File: config.mk
export PLATFORM = sky130hd
export DESIGN_NAME = fetch_queue_ctrl
export DESIGN_NICKNAME = d
export VERILOG_FILES = /design/src/rtl/fetch_queue_ctrl.sv
export SDC_FILE = /design/constraint.sdc
export NUM_CORES = 1
export LEC_CHECK = 0
export CORE_ASPECT_RATIO = 1.1
export CORE_MARGIN = 1.5
export CORE_UTILIZATION = 56
export CTS_CLUSTER_DIAMETER = 200
export DETAILED_ROUTE_END_ITERATION = 10
export GPL_ROUTABILITY_DRIVEN = 0
export PLACE_DENSITY = 0.75
export SLEW_MARGIN = 20
export SYNTH_ARGS = -nofsm -noshare
export SYNTH_HDL_FRONTEND = slang
export SYNTH_SLANG_ARGS = --single-unit
File: constraint.sdc
create_clock -name clock -period 3.5 [get_ports clock]
set_clock_uncertainty 0.05 [all_clocks]
set_input_delay 0.525 -clock clock [delete_from_list [all_inputs] [get_ports clock]]
set_output_delay 0.525 -clock clock [all_outputs]
set_load 0.03 [all_outputs]
File: src/rtl/fetch_queue_ctrl.sv
// Instruction fetch sequencer: reads a fixed-length program from a destructive-read ROM into a FWFT queue.
// Optional halt-opcode detection is compiled in with FETCH_HALT_DETECT_EN.
module fetch_queue_ctrl #(
  parameter int INSTR_W  = 16,
  parameter int ADDR_W   = 8,
  parameter int DEPTH    = 4,
  parameter int PROG_LEN = 256
) (
`ifdef FETCH_HALT_DETECT_EN
  output logic                         halt_seen,
`endif
  input  logic                         clock,
  input  logic                         reset_n,
  input  logic                         start,
  output logic                         rom_read,
  input  logic [INSTR_W-1:0]           rom_instruction,
  output logic                         issue_valid,
  output logic [INSTR_W-1:0]           issue_instr,
  output logic [ADDR_W-1:0]            issue_pc,
  input  logic                         issue_ready,
  output logic [$clog2(DEPTH+1)-1:0]   queue_count,
  output logic                         busy,
  output logic                         done,
  output logic [1:0]                   state_dbg
);

  localparam int PW = (DEPTH > 1) ? $clog2(DEPTH) : 1;
  localparam int CW = $clog2(DEPTH + 1);
  localparam logic [ADDR_W:0] PROG_END = (ADDR_W + 1)'(PROG_LEN);
  localparam logic [CW+1:0]   DEPTH_W  = (CW + 2)'(DEPTH);

  typedef enum logic [1:0] {S_IDLE, S_FETCH, S_DRAIN, S_DONE} state_e;

  state_e              state_q, state_d;
  logic                rom_read_q, rom_read_d;
  logic                rd_pend_q;
  logic [ADDR_W:0]     fetch_cnt_q, fetch_cnt_d;
  logic [ADDR_W-1:0]   pc_q;
  logic [PW-1:0]       wr_ptr_q, rd_ptr_q;
  logic [CW-1:0]       count_q, count_d;
  logic [INSTR_W-1:0]  instr_mem [DEPTH];
  logic [ADDR_W-1:0]   pc_mem [DEPTH];
  logic                push, pop, halt_stop;
  logic [CW+1:0]       occ;

  // Issue handshake: the head is offered while issue_valid=1 and held stable
  // until a cycle with issue_valid & issue_ready, where it is consumed.
  assign push = rd_pend_q;
  assign pop  = (count_q != '0) && issue_ready;

  // Occupancy including reads still in flight; keeps the queue from overflowing.
  assign occ = (CW + 2)'(count_q) + (CW + 2)'(rom_read_q) + (CW + 2)'(rd_pend_q)
             - (CW + 2)'(pop);
  assign count_d = count_q + CW'(push) - CW'(pop);

`ifdef FETCH_HALT_DETECT_EN
  logic halt_hit, halt_seen_q;
  assign halt_hit  = push && (rom_instruction[INSTR_W-1 -: 4] == 4'hF);
  assign halt_stop = halt_hit || halt_seen_q;
  assign halt_seen = halt_seen_q;

  always_ff @(posedge clock or negedge reset_n) begin
    if (!reset_n)      halt_seen_q <= 1'b0;
    else if (halt_hit) halt_seen_q <= 1'b1;
  end
`else
  assign halt_stop = 1'b0;
`endif

  always_comb begin
    state_d     = state_q;
    rom_read_d  = 1'b0;
    fetch_cnt_d = fetch_cnt_q;
    case (state_q)
      S_IDLE:  if (start) state_d = S_FETCH;
      S_FETCH: begin
        if (fetch_cnt_q == PROG_END || halt_stop) state_d = S_DRAIN;
        else if (fetch_cnt_q < PROG_END && occ < DEPTH_W) rom_read_d = 1'b1;
      end
      S_DRAIN: if (!rom_read_q && !rd_pend_q && count_q == '0) state_d = S_DONE;
      default: state_d = S_DONE;
    endcase
    if (rom_read_d) fetch_cnt_d = fetch_cnt_q + 1'b1;
  end

  always_ff @(posedge clock or negedge reset_n) begin
    if (!reset_n) begin
      state_q     <= S_IDLE;
      rom_read_q  <= 1'b0;
      rd_pend_q   <= 1'b0;
      fetch_cnt_q <= '0;
      pc_q        <= '0;
      wr_ptr_q    <= '0;
      rd_ptr_q    <= '0;
      count_q     <= '0;
    end else begin
      state_q     <= state_d;
      rom_read_q  <= rom_read_d;
      rd_pend_q   <= rom_read_q;
      fetch_cnt_q <= fetch_cnt_d;
      count_q     <= count_d;
      if (push) begin
        wr_ptr_q <= wr_ptr_q + 1'b1;
        pc_q     <= pc_q + 1'b1;
      end
      if (pop) rd_ptr_q <= rd_ptr_q + 1'b1;
    end
  end

  always_ff @(posedge clock) begin
    if (push) begin
      instr_mem[wr_ptr_q] <= rom_instruction;
      pc_mem[wr_ptr_q]    <= pc_q;
    end
  end

  assign rom_read    = rom_read_q;
  assign issue_valid = (count_q != '0);
  assign issue_instr = issue_valid ? instr_mem[rd_ptr_q] : '0;
  assign issue_pc    = issue_valid ? pc_mem[rd_ptr_q] : '0;
  assign queue_count = count_q;
  assign busy        = (state_q == S_FETCH) || (state_q == S_DRAIN);
  assign done        = (state_q == S_DONE);
  assign state_dbg   = state_q;

endmodule

==> reports/metrics.cfg, run 1 <==
[sta]
finalSetupViolCount=0
period_needed_ps=3360
hold_viol=0
slew_headroom=0.655
tns_ps=0
holdWs_ps=344
rsz0062_at_grt=false
fmax_mhz=298
worst_slew_pin_slew_ps=517
period_share=0.960
report.final.slew_viol_count=0

[setup_path]
path_class=reg -> out
startpoint=rd_ptr_q[0]
crit_arrival_ps=2780
critPathCapture=issue_pc[5]
crit_cells=4
worstRegToRegCells=11
slowest_delay_ps=630
worstSetupStartpointType=register
crit_path_end_kind=output port
rr_startpoint=queue_count[1]
critPathRequiredTime_ps=2920
r2r_end=fetch_cnt_q[5]
path_delay_family=buffers and inverters
worstPathMaxFanout=14
r2r_slack_ps=870
cp.buffers_inverters=2
cp_cell_sequence=buf_4, mux4_2, and2_1, clkdlybuf4s50_1
slowest_stage=dfrtp_2

[logic_synthesis]
synth_nets=328
yosysWarningCount=0
yosysSeqAreaShare=0.695
netlist_area_um2=5160
synth_cell_types=33
ys_ff_latch=124
synthCells=287
synth.avg_cell_area_um2=18.0

[global_routing]
grt_pass1_vias=2806
grt_use_total=0.203
grt_overflow_total=0
grt_pass1_wl_mm=14.3
grt_max_degree=29
antenna_found_initial=0

[finish]
diodes=0
final_layout_size_suffix_gt1_frac=0.192
mostFrequentLayoutCells=96 x edfxtp_1, 52 x clkdlybuf4s50_1, 30 x and2_1
syn2layout_area_growth_pct=24.2
stdcell_count=484
fillers=559
nNetsFinal=399
final_common_cell=edfxtp_1

[placement]
dp_hpwl_mm=5.10
numPortBuffers=52
placedCellCount=453

[floorplanning]
placementRows=36
coreArea_um2=8920
initial_core_util=0.578
dieHeight_um=104
pin_count=53
dieArea_um2=9790
die_w_um=94.5

[clock_network]
cts_resized=0
path_clk_slew_ps=60
cts_hold_buf=0
cts_tree=built
cts-htree-levels=4
cts_buffers=17
cts_setup_buffers=0
clockBufferDepth=2
worstSkewPairLatency_ps=510
cts.sinks=124
clockRootBuffer=clkbuf_8

[run_status]
status=finished clean

[routing]
avgViaCountPerCell=5.51
first_pass_iters=4
route.vias.total=2667
drt-initial-drc-count=153
wl_per_cell_um=18.3
drcViolationCount=0
detail-route-antenna-nets=0
finalWirelength_mm=8.87

[pwr]
p_leak_uw=0.00233
ir_drop_mv=0.650
power.density_nw_per_um2=740

[job]
cap_violations=0

[worst_hold_path]
hp-class=in -> async

## worst min path at each step
stage / start / to / slack, ps / depth (start not counted)
floorplan: reset_n / fetch_cnt_q[0] / 180 / 0
global placement: fetch_cnt_q[5] / fetch_cnt_q[5] / 430 / 1
detailed placement: rom_read / push / 400 / 0
CTS: reset_n / state_dbg[1] / 350 / 2
global route: reset_n / fetch_cnt_q[2] / 370 / 2
finish: reset_n / state_dbg[1] / 340 / 2
## where the power goes
part           total, uW  switching, uW  internal [uW]  leakage [uW]
logic               1420            738            681      0.000922
clock network       1630            621           1010      0.000264
registers           1690           79.0           1620       0.00115
## sequential cells by signal (all words and copies together) (netlist names)
name	cells
rom_read	1
push	1
rd_ptr_q	2
state_dbg	2
instr_mem	64
wr_ptr_q	2
pc_mem	32
pc_q	8
queue_count	3
fetch_cnt_q	9
## worst reg2reg max path: cells and delay by family, from the launching register on
kind            cells  cell delay [ps]
buf+inv             2              160
fa+ha+maj           2              560
xor+xnor            1              170
simple gates        4              660
flops               1              430
compound gates      2              530
## cells in the mapped netlist, drive strengths merged
library cell	n	area [um2]
nand4	5	37.5
mux2	1	11.3
a21oi	1	5.00
o31ai	2	15.0
a211oi	1	7.51
mux2i	2	20.0
clkbuf	4	15.0
and2	30	188
nand3	5	30.0
o21ai	3	15.0
edfxtp	96	2880
and3	4	35.0
xor2	8	70.1
buf	5	30.0
o311ai	1	26.3
ha	20	250
nor3	2	10.0
nand2	10	37.5
dfrtp	28	701
or4	1	7.51
or4b	1	10.0
xnor2	10	87.6
nor2	2	7.51
inv	17	66.3
nand2b	1	6.26
fa	1	20.0
mux4	24	541
and4bb	2	25.0
## stage by stage
step | worst slack [ps] | instance area (um2) | power, uW | util
global route | 32.1 | 6410 | 4940 | 0.718
floorplan | 774 | 5160 | 2650 | -
CTS | 92.3 | 6410 | 4790 | 0.718
global placement | 658 | 5840 | 3150 | 0.655
detailed placement | 583 | 5840 | 3170 | 0.655
finish | 141 | 6410 | 4740 | 0.718
## cell families (layout without fill, tap and decap cells)
kind of cell / after synthesis / after routing / share of synthesized area
muxes: 27 / 27 / 0.111
and+or+nand+nor: 63 / 63 / 0.0764
buffers and inverters: 26 / 109 / 0.0216
xor gates and xnor gates: 18 / 18 / 0.0306
DFF: 124 / 124 / 0.695
AOI/OAI and AO/OA: 8 / 8 / 0.0133
adders and majority gates: 21 / 21 / 0.0524
## layout make-up
cell class	count	area, um2	area share
clock buffers	17	414	0.0646
clock inverters	14	148	0.0230
inverters	17	66.3	0.0104
multi-input cells	137	1460	0.228
flip-flops and latches	124	3580	0.560
well taps	114	143	0.0223
repair buffers	61	588	0.0918
## metal layers
layer | track usage | part of all wire | vias to the layer above
met2 | 0.318 | 0.51 | 79
met1 | 0.252 | 0.40 | 1348
met4 | 0.108 | 0.033 | 0
met5 | 0 | 0 | -
met3 | 0.0646 | 0.052 | 16
li1 | - | - | 1224
Note: power is estimated with default switching activity, not from simulation.
==> run 2: changes to the inputs <==
--- a/config.mk
+++ b/config.mk
@@ -7,12 +7,12 @@
 export LEC_CHECK = 0
 export CORE_ASPECT_RATIO = 1.1
 export CORE_MARGIN = 1.5
-export CORE_UTILIZATION = 56
+export CORE_UTILIZATION = 61
 export CTS_CLUSTER_DIAMETER = 200
 export DETAILED_ROUTE_END_ITERATION = 10
 export GPL_ROUTABILITY_DRIVEN = 0
-export PLACE_DENSITY = 0.75
-export SLEW_MARGIN = 20
+export PLACE_DENSITY = 0.81
+export RECOVER_POWER = 50
 export SYNTH_ARGS = -nofsm -noshare
 export SYNTH_HDL_FRONTEND = slang
 export SYNTH_SLANG_ARGS = --single-unit
==> constraint.sdc (replaced) <==
create_clock -name clock -period 4.3 [get_ports clock]
set_clock_uncertainty 0.05 [all_clocks]
set_input_delay 0.645 -clock clock [delete_from_list [all_inputs] [get_ports clock]]
set_output_delay 0.645 -clock clock [all_outputs]
set_load 0.03 [all_outputs]
==> run 2 against run 1 <==
Effect of this change:
- the flow now finishes with violations (max-capacitance violations, max-slew violations)
- critical path depth decreased by 1
- worst setup slack improved by 590 ps
- register-to-register slack better by 690 ps
- clock-buffer cell count is the same
- highest routed layer unchanged
==> reports/metrics.cfg, run 2 (synthesis gave the netlist of run 1 again) <==
[global_routing]
antenna_found_initial=0  ; unchanged
grt_max_degree=29  ; unchanged
grt_pass1_vias=2847  ; was 2806
grt_overflow_total=0  ; unchanged
grt_use_total=0.236  ; was 0.203
grt_pass1_wl_mm=15.3  ; was 14.3 mm

[sta]
finalSetupViolCount=0  ; unchanged
worst_slew_pin_slew_ps=1510  ; was 517 ps
finalWorstSetupSlack_ps=733  ; was 141 ps
period_share=0.829
slew_headroom=-0.00396  ; was 0.655
report.final.slew_viol_count=28  ; was 0
tns_ps=0  ; unchanged
fmax_mhz=280
hold_viol=0  ; unchanged
period_needed_ps=3570
rsz0062_at_grt=false  ; unchanged
holdWs_ps=433  ; was 344 ps

[finish]
syn2layout_area_growth_pct=24.6  ; was 24.2%
final_layout_size_suffix_gt1_frac=0.187  ; was 0.192
reg_top3=instr_mem: 64 flops, pc_mem: 32 flops, fetch_cnt_q: 9 flops  ; unchanged
diodes=0  ; unchanged
mostFrequentLayoutCells=96 x edfxtp_1, 35 x clkdlybuf4s50_1, 29 x and2_1  ; was 96 x edfxtp_1, 52 x clkdlybuf4s50_1, 30 x and2_1
nNetsFinal=397  ; was 399
fillers=439  ; was 559
largest_register=instr_mem  ; unchanged
stdcell_count=480  ; was 484
final_common_cell=edfxtp_1  ; unchanged
largest_reg_flops=64  ; unchanged

[placement]
numPortBuffers=52  ; unchanged
post-place-ws_ps=1190  ; was 583 ps
placedCellCount=448  ; was 453
dp_hpwl_mm=5.35  ; was 5.10 mm

[routing]
drt-initial-drc-count=249  ; was 153
finalWirelength_mm=9.13  ; was 8.87 mm
route.vias.total=2689  ; was 2667
wl_per_cell_um=19.0  ; was 18.3 um
avgViaCountPerCell=5.60  ; was 5.51
detail-route-antenna-nets=0  ; unchanged
drcViolationCount=0  ; unchanged
first_pass_iters=4  ; unchanged

[floorplanning]
dieArea_um2=9020  ; was 9790 um2
placementRows=35  ; was 36
initial_core_util=0.623  ; was 0.578
die_w_um=90.7  ; was 94.5 um
pin_count=53  ; unchanged
dieHeight_um=99.4  ; was 104 um
coreArea_um2=8280  ; was 8920 um2

[setup_path]
cp_cell_sequence=mux4_2, and2_1, clkdlybuf4s50_1  ; was buf_4, mux4_2, and2_1, clkdlybuf4s50_1
crit_path_end_kind=output port  ; unchanged
crit_arrival_ps=2870  ; was 2780 ps
slowest_stage=dfrtp_2  ; unchanged
worstSetupStartpointType=register  ; unchanged
worstPathMaxFanout=26  ; was 14
critPathRequiredTime_ps=3610  ; was 2920 ps
path_class=reg -> out  ; unchanged
worstRegToRegCells=11  ; unchanged
slowest_delay_ps=930  ; was 630 ps

[clock_network]
clockRootBuffer=clkbuf_8  ; unchanged
cts-htree-levels=4  ; unchanged
cts_resized=0  ; unchanged
cts.sinks=124  ; unchanged
cts_setup_buffers=0  ; unchanged
path_clk_slew_ps=60  ; about the same
clockBufferDepth=2  ; unchanged
cts_hold_buf=0  ; unchanged
cts_buffers=17  ; unchanged
cts_tree=built  ; unchanged
worstSkewPairLatency_ps=520  ; was 510 ps

[run_status]
violations=max-capacitance violations, max-slew violations
status=complete, but fails checks  ; was finished clean

[pwr]
p_leak_uw=0.00234  ; was 0.00233 uW
power.density_nw_per_um2=614  ; was 740 nW/um2
ir_drop_mv=0.325  ; was 0.650 mV

[worst_hold_path]
hold_depth=0
hp-class=reg -> reg  ; was in -> async

[job]
cap_violations=1  ; was 0

[run 2: changes by cell type in the layout (fill, tap and decap cells not counted)]
cell,change
clkdlybuf4s50_1,-17
dlygate4sd3_1,+17
buf_4,-3
inv_6,+3
clkinv_2,-2
clkinv_4,-2
and2_0,+1
and2_1,-1
bufinv_16,+1
clkbuf_1,+1
inv_8,+1
[run 2: area by class of cell]
cell class	count	area [um2]	share of cell area
clock buffer	17	414	0.0645
multi-input combinational	137	1460	0.228
clock inverter	15	188	0.0292
timing repair buffer	59	569	0.0886
sequential	124	3580	0.558
inverter	17	66.3	0.0103
tap	111	139	0.0216
[run 2: per-layer routing]
layer,up-vias,part of all wire,GRT usage,routed length (um)
li1,1223,-,-,-
met1,1369,0.42,0.301,3800
met2,81,0.52,0.386,4760
met3,16,0.045,0.0772,408
met4,0,0.018,0.0806,162
met5,-,0,0,0
[run 2: metrics by stage]
step | power (uW) | instance area [um2] | utilization
final | 3940 | 6420 | 0.776
after CTS | 4000 | 6430 | 0.777
after floorplan | 2160 | 5160 | -
after detailed placement | 2550 | 5830 | 0.704
after global placement | 2530 | 5830 | 0.704
after global routing | 4110 | 6420 | 0.776
[run 2: final timing paths]
check | from | endpoint | slack, ps
worst min-delay path | rom_read | push | 430
worst max-delay path | rd_ptr_q[0] | issue_instr[8] | 730
max in group asynchronous | reset_n | rd_ptr_q[0] | 2240
worst max register to register | queue_count[1] | fetch_cnt_q[7] | 1560
min in group asynchronous | reset_n | fetch_cnt_q[0] | 970
worst min register to register | rom_read | push | 430
[run 2: power breakdown]
group	internal [uW]	switching [uW]
clock	892	539
sequential	1310	103
combinational	538	559
[run 2: worst max-delay path: cells and delay by family, from the launching register on]
kind,cells,cell delay (ps)
and+or+nand+nor,1,190
muxes,1,630
DFF,1,930
buffers and inverters,1,590
